$ cat src/rtl/seeded_fixed_sqrt_if.sv
// Request/response bundle for seeded_fixed_sqrt: operand, seed and start in; busy/done/root out.
// The producer side uses the master modport, the square-root unit the slave modport.
interface seeded_fixed_sqrt_if #(
    parameter int unsigned WIDTH = 12,
    parameter int unsigned FRAC  = 4
);
    localparam int unsigned ROOT_W = (WIDTH + FRAC) / 2;

    logic              start;
    logic [WIDTH-1:0]  radicand;
    logic [5:0]        location;
    logic              seed_en;
    logic              busy;
    logic              done;
    logic [ROOT_W-1:0] root;

    modport master (
        output start,
        output radicand,
        output location,
        output seed_en,
        input  busy,
        input  done,
        input  root
    );

    modport slave (
        input  start,
        input  radicand,
        input  location,
        input  seed_en,
        output busy,
        output done,
        output root
    );
endinterface

$ cat src/rtl/seeded_fixed_sqrt.sv
// Bit-serial fixed-point square root, one root bit per clock, starting at a bit index
// seeded from the upstream last-set-bit locator so small radicands finish early.
module seeded_fixed_sqrt #(
    parameter int unsigned WIDTH = 12,
    parameter int unsigned FRAC  = 4
) (
    input  logic               clk,
    input  logic               rst_,
    seeded_fixed_sqrt_if.slave bus
);
    localparam int unsigned ROOT_W = (WIDTH + FRAC) / 2;
    localparam int unsigned X_W    = 2 * ROOT_W;
    localparam int unsigned BIT_W  = (ROOT_W > 1) ? $clog2(ROOT_W) : 1;
    localparam logic [BIT_W-1:0] TOP_BIT = BIT_W'(ROOT_W - 1);

    typedef enum logic [1:0] {StIdle, StCalc, StDone} state_e;

    state_e            state_q, state_d;
    logic [X_W-1:0]    x_q, x_d;
    logic [ROOT_W-1:0] root_w_q, root_w_d;
    logic [ROOT_W-1:0] root_q, root_d;
    logic [BIT_W-1:0]  bit_q, bit_d;

    logic              accept;
    int unsigned       seed_sum;
    logic [BIT_W-1:0]  first_bit;
    logic [ROOT_W-1:0] trial;
    logic [X_W-1:0]    trial_sq;
    logic              trial_ok;

    // Requests are only taken in IDLE; busy and DONE cycles drop them.
    always_comb begin
        accept = (state_q == StIdle) && bus.start;
    end

    // Seeded start bit, clamped to the top root bit; the seed is trusted otherwise.
    always_comb begin
        seed_sum  = 32'(bus.location) + FRAC;
        first_bit = TOP_BIT;
        if (bus.seed_en && (seed_sum < ROOT_W - 1)) begin
            first_bit = BIT_W'(seed_sum);
        end
    end

    // Full-width trial square: trial < 2^ROOT_W, so the product always fits in X_W bits.
    always_comb begin
        trial    = root_w_q | (ROOT_W'(1) << bit_q);
        trial_sq = X_W'(trial) * X_W'(trial);
        trial_ok = (trial_sq <= x_q);
    end

    // State register
    always_ff @(posedge clk) begin
        if (rst_) begin
            state_q <= StIdle;
        end else begin
            state_q <= state_d;
        end
    end

    // Next-state logic
    always_comb begin
        state_d = state_q;
        unique case (state_q)
            StIdle: begin
                if (accept) begin
                    state_d = StCalc;
                end
            end
            StCalc: begin
                if (bit_q == '0) begin
                    state_d = StDone;
                end
            end
            StDone: begin
                state_d = StIdle;
            end
            default: begin
                state_d = StIdle;
            end
        endcase
    end

    // Datapath next-state
    always_comb begin
        x_d      = x_q;
        root_w_d = root_w_q;
        root_d   = root_q;
        bit_d    = bit_q;
        unique case (state_q)
            StIdle: begin
                if (accept) begin
                    x_d      = X_W'(bus.radicand) << FRAC;
                    root_w_d = '0;
                    bit_d    = first_bit;
                end
            end
            StCalc: begin
                if (trial_ok) begin
                    root_w_d = trial;
                end
                if (bit_q != '0) begin
                    bit_d = bit_q - BIT_W'(1);
                end else begin
                    // Publish on the last bit so root is already valid while done is high.
                    root_d = trial_ok ? trial : root_w_q;
                end
            end
            StDone: begin
            end
            default: begin
            end
        endcase
    end

    // Datapath registers
    always_ff @(posedge clk) begin
        if (rst_) begin
            x_q      <= '0;
            root_w_q <= '0;
            root_q   <= '0;
            bit_q    <= '0;
        end else begin
            x_q      <= x_d;
            root_w_q <= root_w_d;
            root_q   <= root_d;
            bit_q    <= bit_d;
        end
    end

    // Outputs
    always_comb begin
        bus.busy = (state_q == StCalc);
        bus.done = (state_q == StDone);
        bus.root = root_q;
    end
endmodule

$ cat src/flat_wrapper.sv
// flat-port wrapper written by rule: the top's interface ports become plain ports
module seeded_fixed_sqrt_flat 
#(
    parameter int unsigned WIDTH = 12,
    parameter int unsigned FRAC  = 4
)
  (clk, rst_, bus_start, bus_radicand, bus_location, bus_seed_en, bus_busy, bus_done, bus_root);
  seeded_fixed_sqrt_if #(.WIDTH(WIDTH), .FRAC(FRAC)) bus_i ();
  input  logic clk;
  input  logic rst_;
  input wire logic [$bits(bus_i.start)-1:0] bus_start;
  input wire logic [$bits(bus_i.radicand)-1:0] bus_radicand;
  input wire logic [$bits(bus_i.location)-1:0] bus_location;
  input wire logic [$bits(bus_i.seed_en)-1:0] bus_seed_en;
  output wire logic [$bits(bus_i.busy)-1:0] bus_busy;
  output wire logic [$bits(bus_i.done)-1:0] bus_done;
  output wire logic [$bits(bus_i.root)-1:0] bus_root;
  assign bus_i.start = bus_start;
  assign bus_i.radicand = bus_radicand;
  assign bus_i.location = bus_location;
  assign bus_i.seed_en = bus_seed_en;
  assign bus_busy = bus_i.busy;
  assign bus_done = bus_i.done;
  assign bus_root = bus_i.root;
  seeded_fixed_sqrt #(.WIDTH(WIDTH), .FRAC(FRAC)) u_core (.clk(clk), .rst_(rst_), .bus(bus_i));
endmodule
$ cat config.mk
export PLATFORM = sky130hd
export DESIGN_NAME = seeded_fixed_sqrt_flat
export DESIGN_NICKNAME = d
export VERILOG_FILES = /design/src/rtl/seeded_fixed_sqrt_if.sv /design/src/rtl/seeded_fixed_sqrt.sv /design/src/flat_wrapper.sv
export SDC_FILE = /design/constraint.sdc
export NUM_CORES = 1
export LEC_CHECK = 0
export CAP_MARGIN = 20
export CELL_PAD_IN_SITES_DETAIL_PLACEMENT = 1
export CELL_PAD_IN_SITES_GLOBAL_PLACEMENT = 2
export CORE_ASPECT_RATIO = 1.2
export CORE_MARGIN = 2
export CORE_UTILIZATION = 30
export CTS_BUF_LIST = sky130_fd_sc_hd__clkbuf_16
export DETAILED_ROUTE_END_ITERATION = 10
export GPL_TIMING_DRIVEN = 0
export PLACE_DENSITY = 0.74
export SLEW_MARGIN = 20
export SYNTH_ARGS = -nofsm -noshare
export SYNTH_HDL_FRONTEND = slang
export SYNTH_SLANG_ARGS = --single-unit
$ cat constraint.sdc
create_clock -name clk -period 14.3 [get_ports clk]
set_input_delay 4.29 -clock clk [delete_from_list [all_inputs] [get_ports clk]]
set_output_delay 4.29 -clock clk [all_outputs]
set_load 0.01 [all_outputs]
==> Implementation_results.wiki <==
{| class="wikitable"
! Metric !! Value
|-
| Primary FF master, synth || sky130_fd_sc_hd__dfxtp_1
|-
| Biggest fanout along the worst timing path || 10
|-
| Clock latency reported for the late side of the worst-skew pair || 0.28 ns
|-
| TritonCTS clock tree || built
|-
| Worst-path clk slew || 0.06 ns
|-
| Via count || 2776
|-
| Mean number of vias per cell || 4.82
|-
| Post-Syn Instances || 408
|-
| Power per standard cell area || 92.5 mW/mm^2
|-
| Launching point of the worst reg2reg path || u_core.bit_q[0]
|-
| Resized Gates After CTS || 0
|-
| R2R Setup Slk || 6.79 ns
|-
| Post-Synthesis Mean Instance Area || 8.00 sq um
|-
| Required time worst endpoint || 14.49 ns
|-
| Routed len/inst || 13.8 um
|-
| Net count reported at finish || 537
|-
| Drt first-iter violations || 51
|-
| Global placement routability congestion || 0.777
|-
| Placed instance count || 568
|-
| Top cell types by occurrence after synthesis || 55 x sky130_fd_sc_hd__inv_1, 52 x sky130_fd_sc_hd__nand2_1, 46 x sky130_fd_sc_hd__nor2_1
|-
| First-pass GRT wire length || 14.5 mm
|-
| Endpoint arrival time on the critical path || 7.70 ns
|-
| R2R depth || 25
|-
| Max-capacitance violation count || 0
|-
| Post-Syn Area || 0.00326 sq mm
|-
| CP max-delay cell || sky130_fd_sc_hd__o31ai_1
|-
| Share of the synthesized area in the top cell type || 0.202
|-
| Fraction of the cycle the final worst path needs || 0.525
|-
| Critical Path Start || u_core.bit_q[0]
|-
| Total power || 0.000359 W
|-
| Initial core utilization || 0.309
|-
| Top area cells in the synthesized netlist || sky130_fd_sc_hd__dfxtp_1 20%, sky130_fd_sc_hd__ha_1 17%, sky130_fd_sc_hd__fa_1 15%, sky130_fd_sc_hd__inv_1 6.3%, sky130_fd_sc_hd__nand2_1 6.0%
|-
| DRC violation count after routing || 0
|-
| Row count || 41
|-
| Worst-Margin Slew || 0.841 ns
|-
| First drt pass iteration count || 4
|-
| Count of flip-flops with a built-in enable after synthesis || 0
|-
| Share of layout cells above drive strength 1 || 0.0403
|-
| RSZ-0062 raised after global routing || no
|-
| Number of distinct library cells after synthesis || 47
|-
| Maximum level of the CTS H-tree || 2
|-
| Startpoint of the most critical hold path || u_core.bus.root[6]
|-
| CP top delay family || adder cells
|-
| Instance count along the most critical hold path || 2
|-
| Total routing usage reported by global routing || 0.151
|-
| Global route overflow || 0
|-
| Kind of launch point of the worst setup path || flop
|-
| Area growth, synth to finish || 18.8%
|-
| Total negative setup slack || 0 ns
|-
| Hold Fails Final Rpt || 0
|-
| Number of clock buffers inserted by TritonCTS || 5
|-
| Maximum clock insertion buffer count || 2
|-
| Pin count of the biggest net entering global routing || 12
|-
| Cell type with the highest aggregate area in the netlist || sky130_fd_sc_hd__dfxtp_1
|-
| Chip height || 118 um
|-
| Floorplan die area || 0.0117 sq mm
|-
| Total core area || 0.0106 sq mm
|-
| Vias in the first global route || 2994
|-
| Clock sink total || 33
|-
| Endpoint, Worst Hold || u_core.bus.root[6]
|-
| Stages on the worst setup path || 25
|-
| Crit path capture type || flop
|-
| Hpwl dp || 6.88 mm
|-
| Top-level port count || 32
|-
| Antenna violation net count after detailed routing || 0
|-
| Post-layout min period || 7.51 ns
|-
| Syn_nets || 499
|-
| Reg-to-reg endpoint || u_core.bus.root[3]
|-
| Share of flip-flops with an asynchronous set or reset || 0
|-
| Crit Path Class || reg -> reg
|-
| Routed Wire Length || 7.95 mm
|-
| Synthesized flop and latch total || 33
|-
| IO Port Bufs || 31
|-
| Upper clock frequency limit || 133 MHz
|-
| Hold Crit Class || reg -> reg
|-
| Delay of the slowest critical-path stage || 0.68 ns
|-
| Max transition margin || 0.437
|-
| Most common cell in the synthesized netlist || sky130_fd_sc_hd__inv_1
|-
| Leakage power || 1.76 nW
|-
| Count of final max-slew check failures || 0
|-
| Antenna violations before repair || 0
|-
| Critical path buffers and inverters || 4
|-
| Final setup fails || 0
|-
| Sequential fraction of the synthesis area || 0.202
|-
| Post CTS Setup Buffer Count || 0
|-
| Clock Root Buffer || sky130_fd_sc_hd__clkbuf_16
|-
| IR drop worst, VDD || 0.0411 mV
|-
| Number of buffers inserted by hold repair at cts || 0
|-
| Die width || 99.2 um
|-
| Post-Layout Cell Count || 576
|-
| Outcome || completed
|-
| Worst clock skew on the final layout || 0.00691 ns
|-
| Warnings, synthesis || 0
|-
| Number of antenna cells inserted || 0
|}
[tightest hold or removal path: stages, from the launching register on]
cell,delay (ns)
sky130_fd_sc_hd__dfxtp_1,0.30
sky130_fd_sc_hd__nand2_1,0.05
sky130_fd_sc_hd__a21oi_1,0.05
[layout by cell type, fill, tap and decap left out, types with 6 or more instances in the layout]
cell type | synthesis | final
sky130_fd_sc_hd__dfxtp_1 | 33 | 33
sky130_fd_sc_hd__a21oi_1 | 36 | 36
sky130_fd_sc_hd__fa_1 | 24 | 24
sky130_fd_sc_hd__a211oi_1 | 6 | 6
sky130_fd_sc_hd__nand2_1 | 52 | 52
sky130_fd_sc_hd__ha_1 | 45 | 45
sky130_fd_sc_hd__inv_1 | 55 | 55
sky130_fd_sc_hd__nor2b_1 | 8 | 8
sky130_fd_sc_hd__o21ai_0 | 14 | 14
sky130_fd_sc_hd__nor2_1 | 46 | 46
sky130_fd_sc_hd__xor2_1 | 7 | 7
sky130_fd_sc_hd__clkdlybuf4s50_1 | 0 | 31
sky130_fd_sc_hd__nor3_1 | 6 | 6
sky130_fd_sc_hd__xnor2_1 | 10 | 10
[report_power, final]
group / internal [W] / switching [W]
clock: 0.0000639 / 0.0000431
combinational: 0.0000580 / 0.0000894
sequential: 0.0000990 / 0.00000525
total: 0.000221 / 0.000138
[state kept, by name, indices dropped and copies added (netlist names)]
| name | cells |
|---|---|
| u_core.bit_q | 3 |
| u_core.bus.root | 8 |
| u_core.root_w_q | 8 |
| u_core.state_q | 2 |
| u_core.x_q | 12 |
[area by class of cell]
type	instances	area (sq um)
fill	1300	6690
clock buffer	5	125
tap	129	161
sequential	33	661
buffer	7	27.5
multi-input combinational	311	2360
timing repair buffer	31	310
clock inverter	3	17.5
inverter	57	214
[worst max-delay path by stage]
stage,to,slack [ns]
2_1_floorplan,u_core.root_w_q[2],7.98
3_3_place_gp,u_core.root_w_q[7],6.92
3_5_place_dp,u_core.root_w_q[4],6.74
4_1_cts,u_core.root_w_q[4],6.71
5_1_grt,u_core.bus.root[3],6.21
6_report,u_core.bus.root[3],6.79
[layer usage]
layer | share of wire | wire, um | GRT usage
met1 | 0.44 | 3500 | 0.186
met3 | 0.020 | 156 | 0.0213
met2 | 0.53 | 4210 | 0.277
met5 | 0 | 0 | 0
met4 | 0.0096 | 76 | 0.0308
[cells by family after synthesis]
logic type	after synthesis	synth area share
xor+xnor	17	0.0456
compound gates	84	0.160
buf+inv	64	0.0740
mux	1	0.00345
fa+ha+maj	69	0.320
flops	33	0.202
simple gates	140	0.195
[per-stage QoR]
stage / hold slack (ns) / setup slack [ns] / utilization / cell area [sq um]
2_1_floorplan: 0.436 / 7.98 / - / 3260
3_3_place_gp: 0.443 / 6.92 / 0.353 / 3730
3_5_place_dp: 0.452 / 6.74 / 0.353 / 3730
4_1_cts: 0.460 / 6.71 / 0.367 / 3880
5_1_grt: 0.478 / 6.21 / 0.367 / 3880
6_report: 0.455 / 6.79 / 0.367 / 3880
Note: power is estimated with default switching activity, not from simulation.
